File: config.mk
export PLATFORM = sky130hd
export DESIGN_NAME = mux_pipe_rr
export DESIGN_NICKNAME = d
export VERILOG_FILES = /design/src/rtl/mux_pipe_pkg.sv /design/src/rtl/mux_pipe_rr_grant.sv /design/src/rtl/mux_pipe_rr.sv
export SDC_FILE = /design/constraint.sdc
export NUM_CORES = 1
export LEC_CHECK = 0
export CAP_MARGIN = 25
export CORE_AREA = 2 2 119 144
export CTS_CLUSTER_SIZE = 40
export DETAILED_ROUTE_END_ITERATION = 12
export DIE_AREA = 0 0 121 146
export GPL_ROUTABILITY_DRIVEN = 0
export PLACE_DENSITY = 0.77
export SLEW_MARGIN = 20
export SYNTH_ARGS = -nofsm -noshare
export SYNTH_HDL_FRONTEND = slang
export SYNTH_SLANG_ARGS = --single-unit
File: constraint.sdc
create_clock -name clk -period 5.5 [get_ports clk]
set_clock_uncertainty 0.1 [all_clocks]
set_input_delay 1.1 -clock clk [delete_from_list [all_inputs] [get_ports clk]]
set_output_delay 1.1 -clock clk [all_outputs]
set_load 0.05 [all_outputs]
File: src/rtl/mux_pipe_pkg.sv
// Shared constants and helpers for the pipelined N:1 selector / round-robin arbiter.
package mux_pipe_pkg;

    localparam logic MODE_SEL = 1'b0;
    localparam logic MODE_RR  = 1'b1;

    // Minimum index width for a given channel count; never narrower than one bit.
    function automatic int clog2(input int value);
        int r;
        int v;
        r = 0;
        v = value - 1;
        while (v > 0) begin
            r = r + 1;
            v = v >> 1;
        end
        if (r == 0) begin
            r = 1;
        end
        return r;
    endfunction

endpackage

File: src/rtl/mux_pipe_rr_grant.sv
// Rotating-priority encoder: picks the first requester after last_grant, wrapping modulo CHANNELS.
module rr_grant #(
    parameter int CHANNELS = 8,
    parameter int SEL_W    = 3
) (
    input  logic [CHANNELS-1:0] req,
    input  logic [SEL_W-1:0]    last_grant,
    output logic                gnt_valid,
    output logic [SEL_W-1:0]    gnt_idx
);

    // Walk offsets from farthest to nearest so the nearest requester is the last (winning) write.
    always_comb begin
        int idx;
        idx       = 0;
        gnt_valid = 1'b0;
        gnt_idx   = '0;
        for (int k = CHANNELS; k >= 1; k--) begin
            idx = (int'(last_grant) + k) % CHANNELS;
            if (req[SEL_W'(idx)]) begin
                gnt_valid = 1'b1;
                gnt_idx   = SEL_W'(idx);
            end
        end
    end

endmodule

File: src/rtl/mux_pipe_rr.sv
// N-channel valid/ready selector with one registered output entry, explicit-select or
// round-robin grant, and a wrapping count of accepted transfers.
module mux_pipe_rr
    import mux_pipe_pkg::*;
#(
    parameter  int WIDTH    = 32,
    parameter  int CHANNELS = 8,
    parameter  int CNT_W    = 16,
    localparam int SEL_W    = clog2(CHANNELS)
) (
    input  logic                      clk,
    input  logic                      rst_n,
    input  logic                      mode,
    input  logic [SEL_W-1:0]          sel,
    input  logic [CHANNELS*WIDTH-1:0] in_data,
    input  logic [CHANNELS-1:0]       in_valid,
    output logic [CHANNELS-1:0]       in_ready,
    output logic [WIDTH-1:0]          out_data,
    output logic [SEL_W-1:0]          out_chan,
    output logic                      out_valid,
    input  logic                      out_ready,
    output logic [CNT_W-1:0]          xfer_count
);

    localparam int SEL_N = 1 << SEL_W;

    logic [WIDTH-1:0] ch_data [CHANNELS];
    logic [SEL_N-1:0] valid_pad;

    logic             sel_hit;
    logic             rr_valid;
    logic [SEL_W-1:0] rr_idx;
    logic             gnt_valid;
    logic [SEL_W-1:0] gnt_idx;
    logic             can_load;
    logic             accept;

    logic             out_valid_q,  out_valid_d;
    logic [WIDTH-1:0] out_data_q,   out_data_d;
    logic [SEL_W-1:0] out_chan_q,   out_chan_d;
    logic [CNT_W-1:0] xfer_count_q, xfer_count_d;
    logic [SEL_W-1:0] last_grant_q, last_grant_d;

    for (genvar gi = 0; gi < CHANNELS; gi++) begin : g_unpack
        assign ch_data[gi] = in_data[gi*WIDTH +: WIDTH];
    end

    // Pad the request vector so an out-of-range sel reads a zero instead of indexing past the end.
    assign valid_pad = SEL_N'(in_valid);
    assign sel_hit   = (int'(sel) < CHANNELS) && valid_pad[sel];

    rr_grant #(
        .CHANNELS (CHANNELS),
        .SEL_W    (SEL_W)
    ) u_rr_grant (
        .req        (in_valid),
        .last_grant (last_grant_q),
        .gnt_valid  (rr_valid),
        .gnt_idx    (rr_idx)
    );

    assign gnt_valid = (mode == MODE_RR) ? rr_valid : sel_hit;
    assign gnt_idx   = (mode == MODE_RR) ? rr_idx   : sel;
    assign can_load  = !out_valid_q || out_ready;

    // A grant only exists for a requesting channel, so a granted ready is always a handshake.
    assign accept = rst_n && can_load && gnt_valid;

    for (genvar gi = 0; gi < CHANNELS; gi++) begin : g_ready
        assign in_ready[gi] = accept && (gnt_idx == SEL_W'(gi));
    end

    always_comb begin
        out_valid_d  = out_valid_q;
        out_data_d   = out_data_q;
        out_chan_d   = out_chan_q;
        xfer_count_d = xfer_count_q;
        last_grant_d = last_grant_q;
        if (accept) begin
            out_valid_d  = 1'b1;
            out_data_d   = ch_data[gnt_idx];
            out_chan_d   = gnt_idx;
            xfer_count_d = xfer_count_q + CNT_W'(1);
            if (mode == MODE_RR) begin
                last_grant_d = gnt_idx;
            end
        end else if (out_valid_q && out_ready) begin
            out_valid_d = 1'b0;
        end
    end

    always_ff @(posedge clk or negedge rst_n) begin
        if (!rst_n) begin
            out_valid_q  <= 1'b0;
            out_data_q   <= '0;
            out_chan_q   <= '0;
            xfer_count_q <= '0;
            last_grant_q <= SEL_W'(CHANNELS - 1);
        end else begin
            out_valid_q  <= out_valid_d;
            out_data_q   <= out_data_d;
            out_chan_q   <= out_chan_d;
            xfer_count_q <= xfer_count_d;
            last_grant_q <= last_grant_d;
        end
    end

    assign out_valid  = out_valid_q;
    assign out_data   = out_data_q;
    assign out_chan   = out_chan_q;
    assign xfer_count = xfer_count_q;

endmodule

After elaboration in Yosys (flattened, before gate mapping)
Index checks and enable logic that the tools add are counted.
{ "classes": {"add_sub_neg": 9, "bitwise_logic": 1, "n_lt_le_gt_ge": 10, "n_mux": 49, "n_eq_ne": 7, "n_reduce_logical": 16} }
{ "op_table": {"columns": ["op", "count"], "rows": [
  ["binary-select mux 32 bit (select 3 bit)", 1],
  ["two-way mux 32 bit", 2],
  ["less-than comparator 3 x 5 -> 1 bit, second input constant", 8],
  ["two-way mux 1 bit", 28],
  ["binary-select mux 1 bit (select 3 bit)", 9],
  ["two-way mux 3 bit", 9],
  ["adder 16 x 1 -> 16 bit, second input constant", 1],
  ["adder 3 bit, second input constant", 4],
  ["== test 3 bit, second input constant", 4],
  ["logical AND 1 bit", 11],
  ["adder 3 x 1 -> 3 bit, second input constant", 2],
  ["adder 3 x 2 -> 3 bit, second input constant", 2],
  ["== test 3 x 2 -> 1 bit, second input constant", 2],
  [">= comparator 4 bit, second input constant", 1],
  ["less-than comparator 3 x 4 -> 1 bit, second input constant", 1],
  ["inverter 3 -> 4 bit", 1],
  ["== test 3 x 1 -> 1 bit, second input constant", 1],
  ["logical NOT 3 bit", 1],
  ["AND reduction 2 bit", 1],
  ["nonzero test 2 bit", 1],
  ["logical NOT 1 bit", 1],
  ["logical OR 1 bit", 1]
]} }
{ "word_totals": {"regBits": 55, "in_bits": 271, "output_inout_bits": 60, "wordCells": 97} }

Depth between registers and ports, before layout
{ "logic_depth": {"depth_word": 17, "depth_mapped": 17, "mapped_depth_nobuf": 11} }

Hierarchy
From an unflattened synthesis, not the netlist that was laid out.
{ "unflattened": {"hier_cells": 690, "area_unflattened_um2": 5067.4} }
{ "by_module_without_submodules": {"columns": ["mod", "area_each_um2", "seq_area_each_um2", "instances", "cells_each"], "rows": [
  ["mux_pipe_rr", 4393.0, 1380.1, 1, 613],
  ["rr_grant", 674.4, 0.0, 1, 77]
]} }

Least setup slack after synthesis
No wires, ideal clock.
{ "synth_path": {"kind": "register to output", "start": "reg last_grant_q[1]", "end": "out in_ready[1]", "stages_incl_launch_ff": 12, "path_slack_ns": 0.012, "t_arrival_ns": 4.288, "required_ns": 4.300, "path_buffers": 2, "cell_sequence": "dfstp_2 > clkbuf_1 > inv_1 > ha_1 > buf_2 > mux4_2 > a221o_1 > a21oi_1 > a21o_1 > a21o_1 > nand2_1 > nor3_1"} }
{ "synth_via": {"elab_chain_len": 15, "elab_cells_between_ends": 53, "classes_between": "add/sub: 8; eq/ne: 1; mux: 42; reduce/logical: 2"} }
{ "synth_lines": {"columns": ["element", "line", "source"], "rows": [
  ["from (decl)", "mux_pipe_rr.sv:42", "logic [SEL_W-1:0] last_grant_q, last_grant_d;"],
  ["from (signal assigned)", "mux_pipe_rr.sv:98", "last_grant_q <= SEL_W'(CHANNELS - 1);"],
  ["from (signal assigned)", "mux_pipe_rr.sv:104", "last_grant_q <= last_grant_d;"],
  ["adder 3 x 1 -> 3 bit", "mux_pipe_rr_grant.sv:19", "idx = (int'(last_grant) + k) % CHANNELS;"],
  ["binary-select mux 1 bit (select 3 bit)", "mux_pipe_rr_grant.sv:20", "if (req[SEL_W'(idx)]) begin"],
  ["two-way mux 1 bit (implied by the code) (2 in a row)", "mux_pipe_rr_grant.sv:20", null],
  ["two-way mux 3 bit / two-way mux 1 bit (equally long branches) (8 in a row)", "mux_pipe_rr_grant.sv:20", null],
  ["two-way mux 3 bit / two-way mux 1 bit (equally long branches)", "mux_pipe_rr.sv:63, mux_pipe_rr.sv:62", null],
  ["== test 3 x 1 -> 1 bit / logical AND 1 bit (equally long branches)", "mux_pipe_rr.sv:70, mux_pipe_rr.sv:67", null],
  ["logical AND 1 bit *", "mux_pipe_rr.sv:70", "assign in_ready[gi] = accept && (gnt_idx == SEL_W'(gi));"],
  ["to (decl)", "mux_pipe_rr.sv:17", "output logic [CHANNELS-1:0] in_ready,"]
]} }
Mark *: on every way between the ends. The rest lies on a longest branch, timed or not. The select of a mux whose other input is x is not followed.

Worst setup path after layout
{ "layout_path": {"start": "in in_valid[2]", "end": "out in_ready[2]"} }
{ "layout_via": {"elab_chain_len": 14, "elab_cells_between_ends": 47, "classes_between": "eq/ne: 1; mux: 44; reduce/logical: 2"} }
{ "layout_lines": {"columns": ["element", "line", "source"], "rows": [
  ["from (decl)", "mux_pipe_rr.sv:16", "input logic [CHANNELS-1:0] in_valid,"],
  ["binary-select mux 1 bit (select 3 bit)", "mux_pipe_rr_grant.sv:20", null],
  ["two-way mux 1 bit (implied by the code) (2 in a row)", "mux_pipe_rr_grant.sv:20", null],
  ["two-way mux 3 bit / two-way mux 1 bit (equally long branches) (8 in a row)", "mux_pipe_rr_grant.sv:20", null],
  ["two-way mux 3 bit / two-way mux 1 bit (equally long branches)", "mux_pipe_rr.sv:63, mux_pipe_rr.sv:62", null],
  ["== test 3 x 2 -> 1 bit / logical AND 1 bit (equally long branches)", "mux_pipe_rr.sv:70, mux_pipe_rr.sv:67", null],
  ["logical AND 1 bit *", "mux_pipe_rr.sv:70", null]
]} }
Marked as above.

==> run metrics <==
outcome=complete, no violations; syn nets=798; DR top layer=met4; DIE HEIGHT=146 um; power per cell area=495 mW/mm^2; metal2 WL=11300 um; most common cell after layout, fill and taps aside=clkdlybuf4s50_1; Worst Path Arrival=4090 ps; final non-filler cell total=1057; Tcrit/Tclk final=96.1%; ys flop type=dfrtp_1; YS warnings=0; Antenna Nets Post-Route=0; Final Hold Violating Endpoints=0; CTS Sinks=55; clk slew on worst S/H paths=70 ps; Initial DRC Count=232; LEAKAGE=3.76 nW; max-cap violations=0; crit path max-delay cell type=mux4_2; Worst Max-Slew Pin Slew=769 ps; Vias/cell=5.27; Hold Path Class=reg2reg; DP Worst Slack=195 ps; Nets=1117; crit path launch type=primary input; GRT Overall Usage=24.0%; Setup crit end kind=output pin; PortBufs=330; Die ar.=0.0177 sq mm; CP Max Fanout=8; DP Wirelength=17300 um; commonest non-fill, non-tap cells in the layout=clkdlybuf4s50_1, mux2i_1, nand2_1; Avg Inst Size Synth=9.19 sq um; RSZ-0062 raised after global routing=false; CP required=4300 ps; Hold Worst Slack=365 ps; drt pass-1 iters=6; initial antenna violation count=1; post-synthesis cell area=0.00481 sq mm; final setup vio count=0; worst setup path class=in2out; Post-DP Area=0.00838 sq mm; worst skew pair latency=290 ps; met3 WL=1570 um; I/O pin cnt=331; CTS root buffer=clkbuf_16; peak supply drop=0.352 mV; routed length on met1=8580 um; Reg2Reg Setup Slack=1100 ps; DRC violations left=0; flops & latches, synth=55; placed insts=1048; layout cell share with drive strength beyond 1=7.82%; register area share after synthesis=28.7%; synthesis-to-layout area growth=78.1%; TritonCTS Buffers=5; largest net degree at the start of global routing=56; Post-Syn Instances=524; Slew HR=48.7%; Via Count=5573; Core ar.=0.0161 sq mm; max-slew violation count=0; htree depth=2; CTS tree=done; Max Fclk=189 MHz; total grt overflow=0; min cycle time layout=5290 ps; worst setup margin=212 ps; Synth async-reset ratio=100%; Distinct cells, synth=53; post-DR wirelength/cell=20.5 um; Post-Layout Inst Area=0.00858 sq mm; first-pass GRT wire length=32700 um; Die W=121 um; Starting Density=29.8%; final WL=21700 um; EDFF count, synth=0; Max stage delay on crit path=600 ps; setup TNS=0 ps; critical path, cell by cell=clkdlybuf4s50_1 -> mux4_2 -> mux2_2 -> o21a_1 -> a211oi_2 -> a211oi_4 -> or3_1 -> nor2_2 -> buf_4; row cnt=51; vias in the first global route=5697; CTS Buffer Depth=2
## timing repair
action	4_1_cts	5_1_grt
setup buffers	0	0
endpoints found under the hold margin	0	0
resized for setup	0	3
setup endpoints to repair	0	5
hold buffers	0	0
## synthesized netlist by cell type (2+ instances only)
| cell | number | share of area (%) |
|---|---|---|
| nor3_1 | 2 | 0.21 |
| o2bb2ai_1 | 5 | 0.91 |
| a21oi_1 | 13 | 1.4 |
| clkbuf_1 | 11 | 0.86 |
| nand3_1 | 12 | 1.2 |
| o21ai_0 | 28 | 2.9 |
| a221o_1 | 9 | 1.9 |
| o21a_1 | 3 | 0.47 |
| buf_1 | 6 | 0.47 |
| a22o_1 | 2 | 0.36 |
| xnor2_1 | 12 | 2.2 |
| a211o_1 | 28 | 5.1 |
| mux2i_1 | 93 | 19 |
| nand2_1 | 90 | 7.0 |
| and3_1 | 4 | 0.52 |
| buf_4 | 2 | 0.31 |
| nand2b_1 | 2 | 0.26 |
| a211oi_1 | 3 | 0.47 |
| ha_1 | 3 | 0.78 |
| dfrtp_1 | 52 | 27 |
| o221ai_1 | 27 | 4.9 |
| buf_2 | 17 | 1.8 |
| o31ai_1 | 5 | 0.78 |
| xor2_1 | 7 | 1.3 |
| or3_1 | 6 | 0.78 |
| mux4_2 | 11 | 5.1 |
| and2_1 | 3 | 0.39 |
| dfstp_2 | 3 | 1.6 |
| o21ai_1 | 4 | 0.42 |
| nor2b_1 | 2 | 0.26 |
| mux2_2 | 7 | 1.6 |
| a221oi_1 | 4 | 0.73 |
| nor2_1 | 13 | 1.0 |
| a21o_1 | 6 | 0.94 |
| inv_1 | 11 | 0.86 |
## worst max-delay path: cells and delay by family
family,cells,cell delay [ps]
simple gates,2,660
buf+inv,2,760
compound gates,3,650
mux,2,910
## cell type report
| class | count | area (sq um) |
|---|---|---|
| Antenna cell | 1 | 2.50 |
| Clock buffer | 6 | 139 |
| Clock inverter | 2 | 35.0 |
| Fill cell | 1512 | 7570 |
| Inverter | 11 | 41.3 |
| Multi-Input combinational cell | 421 | 3240 |
| Sequential cell | 55 | 1380 |
| Tap cell | 212 | 265 |
| Timing Repair Buffer | 349 | 3470 |
## worst paths after layout
kind | to | start | cells past startpoint
setup / recovery | in_ready[2] | in_valid[2] | 9
hold / removal | xfer_count[15] | xfer_count[15] | 1
setup reg to reg | out_data[1] | last_grant_q[1] | 12
hold reg to reg | xfer_count[15] | xfer_count[15] | 1
max in group asynchronous | xfer_count[4] | rst_n | 2
min in group asynchronous | out_data[0] | rst_n | 2
## kinds of logic after synthesis
family	Yosys count	share of synthesized area, %
buffers and inverters	48	4.50
muxes	111	26.1
AOI/OAI and AO/OA	147	23.6
adders and majority gates	3	0.780
and+or+nand+nor	141	12.8
DFF	55	28.7
xor gates and xnor gates	19	3.46
## per-stage QoR
step | utilization, % | power [mW]
global placement | 51.9 | 3.82
detailed placement | 51.9 | 3.85
finish | 53.1 | 4.25
global route | 53.1 | 4.50
floorplan | - | 2.84
CTS | 53.0 | 4.25
## where the power goes
group | switching [mW] | leakage (nW) | internal (mW)
registers | 0.151 | 0.691 | 0.576
clock network | 0.153 | 0.0869 | 0.227
logic | 1.78 | 2.98 | 1.36
total | 2.09 | 3.76 | 2.16
## metal layers
metal,vias up,global-route usage [%]
met2,269,42.6
met4,0,5.35
met5,-,0
met1,2654,29.4
met3,19,5.09
li1,2631,-
## flip-flops by register name, indices dropped and copies added (netlist names)
register / count
out_data: 32
out_chan: 3
xfer_count: 16
last_grant_q: 3
out_valid: 1
Note: power is estimated with default switching activity, not from simulation.
